===== config.mk =====
export PLATFORM = sky130hd
export DESIGN_NAME = spi_slave_if_flat
export DESIGN_NICKNAME = d
export VERILOG_FILES = /design/src/rtl/spi_slave_if_if.sv /design/src/rtl/spi_slave_if.sv /design/src/flat_wrapper.sv
export SDC_FILE = /design/constraint.sdc
export NUM_CORES = 1
export LEC_CHECK = 0
export ABC_AREA = 0
export BUFFER_PORTS_ARGS = -buffer_cell sky130_fd_sc_hd__buf_2
export CORE_UTILIZATION = 55
export DETAILED_ROUTE_END_ITERATION = 8
export GPL_ROUTABILITY_DRIVEN = 0
export HOLD_SLACK_MARGIN = 0.12
export PLACE_DENSITY = 0.77
export SLEW_MARGIN = 10
export SYNTH_ARGS = -nofsm -noshare
export SYNTH_HDL_FRONTEND = slang
export SYNTH_SLANG_ARGS = --single-unit
export TNS_END_PERCENT = 1

===== constraint.sdc =====
create_clock -name sys_clk -period 2.2 [get_ports sys_clk]
set_input_delay 0.44 -clock sys_clk [delete_from_list [all_inputs] [get_ports sys_clk]]
set_output_delay 0.44 -clock sys_clk [all_outputs]
set_load 0.02 [all_outputs]

===== src/rtl/spi_slave_if_if.sv =====
// Bundle of the SPI pin signals and the core-side byte handshake of spi_slave_if.
// The slave modport is the front end's view; the master modport is the view of
// whatever drives the pins and plays the core.
interface spi_slave_if_if;
  logic       sclk;
  logic       mosi;
  logic       cs_n;
  logic       miso;
  logic       miso_oe;
  logic [7:0] rx_data;
  logic       data_rdy;
  logic [7:0] tx_data;
  logic       data_latch;
  logic       busy;

  modport slave (
    input  sclk, mosi, cs_n, tx_data, data_latch,
    output miso, miso_oe, rx_data, data_rdy, busy
  );

  modport master (
    output sclk, mosi, cs_n, tx_data, data_latch,
    input  miso, miso_oe, rx_data, data_rdy, busy
  );
endinterface


===== src/rtl/spi_slave_if.sv =====
// SPI mode-0 slave front end. Oversamples SCLK/MOSI/CS_N in the sys_clk domain,
// deserialises MSB-first bytes to the core and serialises the byte the core hands
// over onto MISO.
// Optional feature: define SPI_LOOPBACK_EN to echo the last received byte whenever
// no transmit byte is pending (board bring-up aid); otherwise IDLE_BYTE is sent.
module spi_slave_if #(
  parameter int         SYNC_STAGES = 2,
  parameter logic [7:0] IDLE_BYTE   = 8'h00
) (
  input logic          sys_clk,
  input logic          rst,
  spi_slave_if_if.slave bus
);

  typedef enum logic {IDLE, ACTIVE} state_e;

  state_e                 state_q, state_d;
  logic [SYNC_STAGES-1:0] sclkSync_q, mosiSync_q, csnSync_q;
  logic                   sclkPrev_q, csnPrev_q;
  logic                   sclkS, mosiS, csnS;
  logic                   sclkRise, sclkFall, csFall, csRise;
  logic [7:0]             rxShift_q, rxData_q, txShift_q, txBuf_q;
  logic                   txValid_q, dataRdy_q, miso_q;
  logic [2:0]             bitCnt_q;
  logic [7:0]             rxComplete, fallbackByte, loadByte;
  logic                   byteDone, loadTx;

  assign sclkS = sclkSync_q[SYNC_STAGES-1];
  assign mosiS = mosiSync_q[SYNC_STAGES-1];
  assign csnS  = csnSync_q[SYNC_STAGES-1];

  assign sclkRise = sclkS & ~sclkPrev_q;
  assign sclkFall = ~sclkS & sclkPrev_q;
  assign csFall   = ~csnS & csnPrev_q;
  assign csRise   = csnS & ~csnPrev_q;

  // The byte being completed on this rise, including the freshly sampled MOSI bit
  assign rxComplete = {rxShift_q[6:0], mosiS};

  // cs_rise takes priority, so a coincident 8th rise does not complete the byte
  assign byteDone = (state_q == ACTIVE) && !csRise && sclkRise && (bitCnt_q == 3'd7);
  assign loadTx   = ((state_q == IDLE) && csFall) || byteDone;

`ifdef SPI_LOOPBACK_EN
  assign fallbackByte = byteDone ? rxComplete : rxData_q;
`else
  assign fallbackByte = IDLE_BYTE;
`endif

  // A latch in the same cycle as a load bypasses the buffer straight into the shifter
  assign loadByte = bus.data_latch ? bus.tx_data :
                    (txValid_q ? txBuf_q : fallbackByte);

  // Synchronise the asynchronous pins and keep one previous sample for edge detection
  always_ff @(posedge sys_clk) begin
    if (rst) begin
      sclkSync_q <= '0;
      mosiSync_q <= '0;
      csnSync_q  <= '1;
      sclkPrev_q <= 1'b0;
      csnPrev_q  <= 1'b1;
    end else begin
      sclkSync_q <= {sclkSync_q[SYNC_STAGES-2:0], bus.sclk};
      mosiSync_q <= {mosiSync_q[SYNC_STAGES-2:0], bus.mosi};
      csnSync_q  <= {csnSync_q[SYNC_STAGES-2:0], bus.cs_n};
      sclkPrev_q <= sclkS;
      csnPrev_q  <= csnS;
    end
  end

  // Frame state register
  always_ff @(posedge sys_clk) begin
    if (rst) state_q <= IDLE;
    else     state_q <= state_d;
  end

  // Frame tracking: chip select edges move between IDLE and ACTIVE
  always_comb begin
    state_d = state_q;
    case (state_q)
      IDLE:    if (csFall) state_d = ACTIVE;
      ACTIVE:  if (csRise) state_d = IDLE;
      default: state_d = IDLE;
    endcase
  end

  // Shift registers, bit counter and the transmit buffer handshake
  always_ff @(posedge sys_clk) begin
    if (rst) begin
      rxShift_q <= '0;
      rxData_q  <= '0;
      txShift_q <= '0;
      txBuf_q   <= '0;
      txValid_q <= 1'b0;
      dataRdy_q <= 1'b0;
      miso_q    <= 1'b0;
      bitCnt_q  <= '0;
    end else begin
      dataRdy_q <= 1'b0;
      miso_q    <= txShift_q[7];
      if (bus.data_latch) begin
        txBuf_q   <= bus.tx_data;
        txValid_q <= 1'b1;
      end
      if (loadTx) begin
        txShift_q <= loadByte;
        txValid_q <= 1'b0;
      end
      if (state_q == IDLE) begin
        if (csFall) bitCnt_q <= '0;
      end else if (csRise) begin
        bitCnt_q <= '0;
      end else if (sclkRise) begin
        rxShift_q <= rxComplete;
        bitCnt_q  <= bitCnt_q + 3'd1;
        if (bitCnt_q == 3'd7) begin
          rxData_q  <= rxComplete;
          dataRdy_q <= 1'b1;
        end
      end else if (sclkFall && (bitCnt_q != 3'd0)) begin
        txShift_q <= {txShift_q[6:0], 1'b0};
      end
    end
  end

  // Drive the outputs from registered state
  always_comb begin
    bus.busy     = (state_q == ACTIVE);
    bus.miso_oe  = (state_q == ACTIVE);
    bus.miso     = miso_q;
    bus.rx_data  = rxData_q;
    bus.data_rdy = dataRdy_q;
  end

endmodule

===== src/flat_wrapper.sv =====
// flat-port wrapper written by rule: the top's interface ports become plain ports
module spi_slave_if_flat 
#(
  parameter int         SYNC_STAGES = 2,
  parameter logic [7:0] IDLE_BYTE   = 8'h00
)
  (sys_clk, rst, bus_sclk, bus_mosi, bus_cs_n, bus_tx_data, bus_data_latch, bus_miso, bus_miso_oe, bus_rx_data, bus_data_rdy, bus_busy);
  spi_slave_if_if bus_i ();
  input logic sys_clk;
  input logic rst;
  input wire logic [$bits(bus_i.sclk)-1:0] bus_sclk;
  input wire logic [$bits(bus_i.mosi)-1:0] bus_mosi;
  input wire logic [$bits(bus_i.cs_n)-1:0] bus_cs_n;
  input wire logic [$bits(bus_i.tx_data)-1:0] bus_tx_data;
  input wire logic [$bits(bus_i.data_latch)-1:0] bus_data_latch;
  output wire logic [$bits(bus_i.miso)-1:0] bus_miso;
  output wire logic [$bits(bus_i.miso_oe)-1:0] bus_miso_oe;
  output wire logic [$bits(bus_i.rx_data)-1:0] bus_rx_data;
  output wire logic [$bits(bus_i.data_rdy)-1:0] bus_data_rdy;
  output wire logic [$bits(bus_i.busy)-1:0] bus_busy;
  assign bus_i.sclk = bus_sclk;
  assign bus_i.mosi = bus_mosi;
  assign bus_i.cs_n = bus_cs_n;
  assign bus_i.tx_data = bus_tx_data;
  assign bus_i.data_latch = bus_data_latch;
  assign bus_miso = bus_i.miso;
  assign bus_miso_oe = bus_i.miso_oe;
  assign bus_rx_data = bus_i.rx_data;
  assign bus_data_rdy = bus_i.data_rdy;
  assign bus_busy = bus_i.busy;
  spi_slave_if #(.SYNC_STAGES(SYNC_STAGES), .IDLE_BYTE(IDLE_BYTE)) u_core (.sys_clk(sys_clk), .rst(rst), .bus(bus_i));
endmodule

# After elaboration in Yosys (flattened, before gate mapping)
# Cells that the tools add are included.
dict set report word_totals {
  reg_bits 46
  input_bits 14
  output_inout_bits 12
  word_cells 57
}
dict set report classes {
  n_addsub 1
  eq_ne 2
  mux 15
  bitwise 11
  n_reduce_logical 14
}
# op count
set ops {}
lappend ops {{two-way mux 8 bit} 7}
lappend ops {{two-way mux 3 bit} 4}
lappend ops {{inverter 1 bit} 7}
lappend ops {{logical AND 1 bit} 5}
lappend ops {{bitwise AND 1 bit} 4}
lappend ops {{AND reduction 4 bit} 1}
lappend ops {{OR reduction 4 bit} 1}
lappend ops {{adder 3 x 1 -> 3 bit, second input constant} 1}
lappend ops {{equality test 3 bit, second input constant} 1}
lappend ops {{two-way mux 1 bit} 3}
lappend ops {{inequality test 3 bit, second input constant} 1}
lappend ops {{AND reduction 3 bit} 1}
lappend ops {{nonzero test 3 bit} 1}
lappend ops {{one-hot mux 1 bit (2 select lines)} 1}
lappend ops {{AND reduction 2 bit} 1}
lappend ops {{nonzero test 2 bit} 1}
lappend ops {{OR reduction 2 bit} 1}
lappend ops {{logical NOT 1 bit} 1}
lappend ops {{logical OR 1 bit} 1}

# Depth between registers and ports, before layout
dict set report logic_depth {
  ltp_word 12
  depth_mapped 7
  mapped_depth_nobuf 6
}

# Worst setup path after synthesis
# Ideal clock, no wire load.
dict set report synth_path {
  path_kind {flip-flop to flip-flop}
  from {register u_core.state_q (netlist: u_core.bus.busy)}
  to {register u_core.txShift_q[1]}
  arrival_ps 1441
  required_ps 2112
  path_slack_ps 671
  stages_incl_launch_ff 5
  synth_period_minus_slack_ps 1529
  path_cell_list {dfxtp_1 -> buf_2 -> a41oi_4 -> or3_1 -> a311oi_2}
}
dict set report synth_between {
  elab_chain_cells 9
}
# element line
set synth_rtl {}
lappend synth_rtl {{start, declared} spi_slave_if.sv:17} ;# state_e state_q, state_d;
lappend synth_rtl {{start signal, assigned} spi_slave_if.sv:74} ;# else state_q <= state_d;
lappend synth_rtl {{logical AND 1 bit (3 in a row)} spi_slave_if.sv:41} ;# assign byteDone = (state_q == ACTIVE) && !csRise && sclkRise && (bitCnt_q == 3'd7);
lappend synth_rtl {{logical OR 1 bit} spi_slave_if.sv:42} ;# assign loadTx = ((state_q == IDLE) && csFall) || byteDone;
lappend synth_rtl {{two-way mux 8 bit} spi_slave_if.sv:105} ;# if (loadTx) begin
lappend synth_rtl {{two-way mux 8 bit} spi_slave_if.sv:120} ;# end else if (sclkFall && (bitCnt_q != 3'd0)) begin
lappend synth_rtl {{two-way mux 8 bit} spi_slave_if.sv:113} ;# end else if (sclkRise) begin
lappend synth_rtl {{two-way mux 8 bit} spi_slave_if.sv:111} ;# end else if (csRise) begin
lappend synth_rtl {{two-way mux 8 bit (*)} spi_slave_if.sv:109} ;# if (state_q == IDLE) begin
lappend synth_rtl {{end signal, assigned} spi_slave_if.sv:106} ;# txShift_q <= loadByte;
lappend synth_rtl {{end signal, assigned} spi_slave_if.sv:121} ;# txShift_q <= {txShift_q[6:0], 1'b0};
lappend synth_rtl {{end, declared} spi_slave_if.sv:22} ;# logic [7:0] rxShift_q, rxData_q, txShift_q, txBuf_q;
# Every way passes the cells marked *; elsewhere a longest branch is shown, timed or not.
# A chain may end at the register's enable or synchronous reset.

# Worst setup path in the final report
dict set report layout_path {
  from {register u_core.bitCnt_q[1]}
  to {register u_core.txShift_q[4]}
}
dict set report layout_between {
  elab_chain_cells 8
}
# element line
set layout_rtl {}
lappend layout_rtl {{start, declared} spi_slave_if.sv:24} ;# logic [2:0] bitCnt_q;
lappend layout_rtl {{start signal, assigned} spi_slave_if.sv:115} ;# bitCnt_q <= bitCnt_q + 3'd1;
lappend layout_rtl {{equality test 3 bit} spi_slave_if.sv:41}
lappend layout_rtl {{logical AND 1 bit} spi_slave_if.sv:41}
lappend layout_rtl {{logical OR 1 bit} spi_slave_if.sv:42}
lappend layout_rtl {{two-way mux 8 bit} spi_slave_if.sv:105}
lappend layout_rtl {{two-way mux 8 bit} spi_slave_if.sv:120}
lappend layout_rtl {{two-way mux 8 bit} spi_slave_if.sv:113}
lappend layout_rtl {{two-way mux 8 bit} spi_slave_if.sv:111}
lappend layout_rtl {{two-way mux 8 bit (*)} spi_slave_if.sv:109}
# Marked as above.

==> impl_metrics.py <==
metrics = {
    "timing": {
        "min_period_over_period": 0.849,
        "fin_setup_tns_ns": 0,
        "slew_headroom": 0.684,
        "worst_pin_slew_ns": 0.473,
        "final_clock_skew_ns": 0.0145,
        "hold_slack_ns": 0.269,
        "max_freq_mhz": 535,
        "final_max_slew_viol_count": 0,
        "rsz0062_at_grt": "no",
        "timing.final.hold_violations": 0,
        "finalSetupViolCount": 0,
        "period_minus_slack_ns": 1.87,
    },
    "global_route": {
        "first_global_vias": 1142,
        "globalRouteMet3Util": 0.0584,
        "grt_start_max_net_pins": 28,
        "overall_track_demand_over_capacity_in_global_routing": 0.193,
        "number_of_antenna_violations_at_the_first_check_in_global_routing": 0,
        "grt_util_met1": 0.251,
        "global_route.usage.met2": 0.298,
        "grt_pass1_wl_um": 5080,
        "global_route.overflow_total": 0,
        "grt-busiest-layer": "met2",
    },
    "power": {
        "total_power_mw": 1.37,
        "worst_ir_drop_vdd_mv": 0.504,
        "total_leakage_power_nw": 0.950,
        "power-per-cell-area_mw_per_mm2": 673,
    },
    "yosys": {
        "postSynth.topFlopCell": "sky130_fd_sc_hd__dfxtp_1",
        "synth-xor-area-share": 0,
        "synth_edf_count": 0,
        "yosys_warnings": 0,
        "yosysTopAreaCellShare": 0.503,
        "yosysUniqueCellTypes": 28,
        "post_syn_nets": 196,
        "synth.cell_area_sq_mm": 0.00183,
        "synthCells": 179,
        "post_synth.cell_area_avg_sq_um": 10.2,
        "top_cell_type_by_total_area_after_synthesis": "sky130_fd_sc_hd__dfxtp_1",
        "synth-seq-area-share": 0.503,
        "main_combinational_cell_family_by_area_after_synthesis": "simple AND/OR/NAND/NOR gates",
        "async_sr_flop_fraction": 0,
        "synthAdderAreaFrac": 0.0205,
        "synth.top_cells.by_area": "sky130_fd_sc_hd__dfxtp_1 (50%), sky130_fd_sc_hd__mux2i_1 (12%), sky130_fd_sc_hd__nor2_1 (6.6%), sky130_fd_sc_hd__a311oi_2 (4.9%), sky130_fd_sc_hd__nor2b_1 (2.4%)",
        "synth_compound_gate_area_share": 0.107,
        "proportion_of_synthesized_area_in_mux_cells": 0.120,
        "postSynthRegisterBits": 46,
        "synth_simple_gate_area_frac": 0.197,
    },
    "clock_network": {
        "postCtsSetupBuffers": 0,
        "clk_transition_reported_paths_ns": 0.13,
        "clock_tree_from_tritoncts": "yes",
        "cts-htree-levels": 2,
        "worstSkewPairLatency_ns": 0.36,
        "sinks_on_the_clock_net": 46,
        "holdBufCountCts": 0,
        "cts_root_buf": "sky130_fd_sc_hd__clkbuf_4",
        "cts_repair_resize_count": 0,
        "clock_path_buffers": 2,
        "cts-buffers-inserted": 5,
    },
    "critical_path": {
        "cell_family_with_the_largest_share_of_critical_path_delay": "compound AO/OA/AOI/OAI gates",
        "crit_slowest_cell": "sky130_fd_sc_hd__or3_1",
        "most_frequent_cp_cell": "sky130_fd_sc_hd__ha_1",
        "cp_max_fo": 17,
        "critPathCaptureType": "flip-flop",
        "critPathLaunchType": "flip-flop",
        "cpPeakStageDelay_ns": 0.46,
        "crit_path_cell_trace": "ha_1 > ha_1 > a41oi_4 > or3_1 > a311oi_2",
        "critPathBufInv": 0,
        "crit_type": "flip-flop to flip-flop",
        "worst-endpoint-arrival_ns": 2.13,
        "cp_data_required_time_ns": 2.46,
    },
    "place": {
        "placed_cells_incl_taps": 238,
        "dp_hpwl_um": 2160,
        "placement.io_buffers": 25,
    },
    "floorplan": {
        "core-area_sq_mm": 0.00310,
        "floorplan.io_pins": 26,
        "std_cell_rows": 20,
        "fp.dieH_um": 59.7,
        "die_width_um": 59.7,
        "initial_core_utilization": 0.590,
        "dieArea_sq_mm": 0.00357,
    },
    "routing": {
        "vias": 1281,
        "route.detailed.wl_per_inst_um": 12.2,
        "antenna_violating_nets_post_route": 0,
        "finalWirelength_um": 3010,
        "route.detailed.drc": 0,
        "drt-initial-drc-count": 46,
        "drt_pass1_iterations": 5,
        "drt-vias-per-instance": 5.21,
    },
    "outcome": {
        "outcome": "complete, no violations",
    },
    "cells_and_area": {
        "layout_cell_share_with_drive_strength_beyond_1": 0.248,
        "finalNetCount": 218,
        "antenna_cells_inserted": 0,
        "area_growth_syn_to_layout_pct": 10.9,
        "filler_cell_count": 287,
        "mostFrequentLayoutCell": "sky130_fd_sc_hd__dfxtp_1",
        "filler_free_cell_count_of_the_finished_design": 246,
        "final_cell_mix": "sky130_fd_sc_hd__dfxtp_1 (46), sky130_fd_sc_hd__nor2_1 (32), sky130_fd_sc_hd__buf_2 (25)",
    },
    "job": {
        "maxCapViolCount": 0,
    },
    "min_path": {
        "min_path_type": "primary input to flip-flop",
    },
}
-- report_power, final --
group | internal (mW) | leakage, nW | switching (mW)
Sequential | 0.854 | 0.374 | 0.0115
Combinational | 0.0373 | 0.541 | 0.0497
Clock | 0.154 | 0.0343 | 0.261
-- synth_stat cells, drive strengths merged, types with 5 or more instances --
master  number
dfxtp       46
nor2        32
mux2i       22
buf          8
nand2        8
nor2b        8
a311oi       7
or3          7
a21oi        5
clkbuf       5
inv          5
-- sequential cells by signal (all words and copies together) (netlist names) --
signal / flops
u_core.bus.data_rdy: 1
u_core.txBuf_q: 8
u_core.sclkPrev_q: 1
u_core.txShift_q: 8
u_core.csnSync_q: 2
u_core.mosiSync_q: 2
u_core.rxShift_q: 7
u_core.bus.busy: 1
u_core.bus.miso: 1
u_core.csnPrev_q: 1
u_core.bus.rx_data: 8
u_core.txValid_q: 1
u_core.sclkSync_q: 2
u_core.bitCnt_q: 3
-- layer usage --
metal / vias to the layer above / part of all wire / routed length [um]
met4: 0 / 0.016 / 48
met5: - / 0 / 0
met2: 22 / 0.48 / 1430
met1: 599 / 0.47 / 1420
met3: 5 / 0.035 / 104
li1: 655 / - / -
-- cells by family after synthesis --
| logic type | Yosys count |
|---|---|
| buffers and inverters | 18 |
| DFF | 46 |
| and+or+nand+nor | 73 |
| muxes | 22 |
| AOI/OAI and AO/OA | 17 |
| adders and majority gates | 3 |
-- path summary, 6_finish.rpt --
check | start | end | slack, ns | cells after the start
max reg2reg | u_core.bitCnt_q[1] | u_core.txShift_q[4] | 0.33 | 5
max | u_core.bitCnt_q[1] | u_core.txShift_q[4] | 0.33 | 5
min reg2reg | u_core.csnSync_q[0] | u_core.csnSync_q[1] | 0.43 | 1
min | bus_cs_n | u_core.csnSync_q[0] | 0.27 | 2
-- layout make-up --
| cell class | instances | area (sq um) | share of cell area |
|---|---|---|---|
| multi-input combinational | 115 | 813 | 0.400 |
| clock inverter | 2 | 12.5 | 0.00616 |
| clock buffer | 6 | 51.3 | 0.0252 |
| sequential | 46 | 921 | 0.453 |
| tap | 44 | 55.1 | 0.0271 |
| inverter | 5 | 18.8 | 0.00924 |
| timing repair buffer | 28 | 160 | 0.0788 |
-- worst reg2reg max path, stage by stage (launching register included) --
cell and delay, ns:
sky130_fd_sc_hd__dfxtp_1 0.40, sky130_fd_sc_hd__ha_1 0.18, sky130_fd_sc_hd__ha_1 0.23, sky130_fd_sc_hd__a41oi_4 0.26, sky130_fd_sc_hd__or3_1 0.46, sky130_fd_sc_hd__a311oi_2 0.25
-- per-stage QoR --
step | setup WS [ns] | utilization | area, sq um
finish | 0.331 | 0.655 | 2030
global route | 0.219 | 0.655 | 2030
CTS | 0.348 | 0.655 | 2030
detailed placement | 0.389 | 0.634 | 1970
global placement | 0.506 | 0.634 | 1970
floorplan | 0.671 | - | 1830
Note: power is estimated with default switching activity, not from simulation.
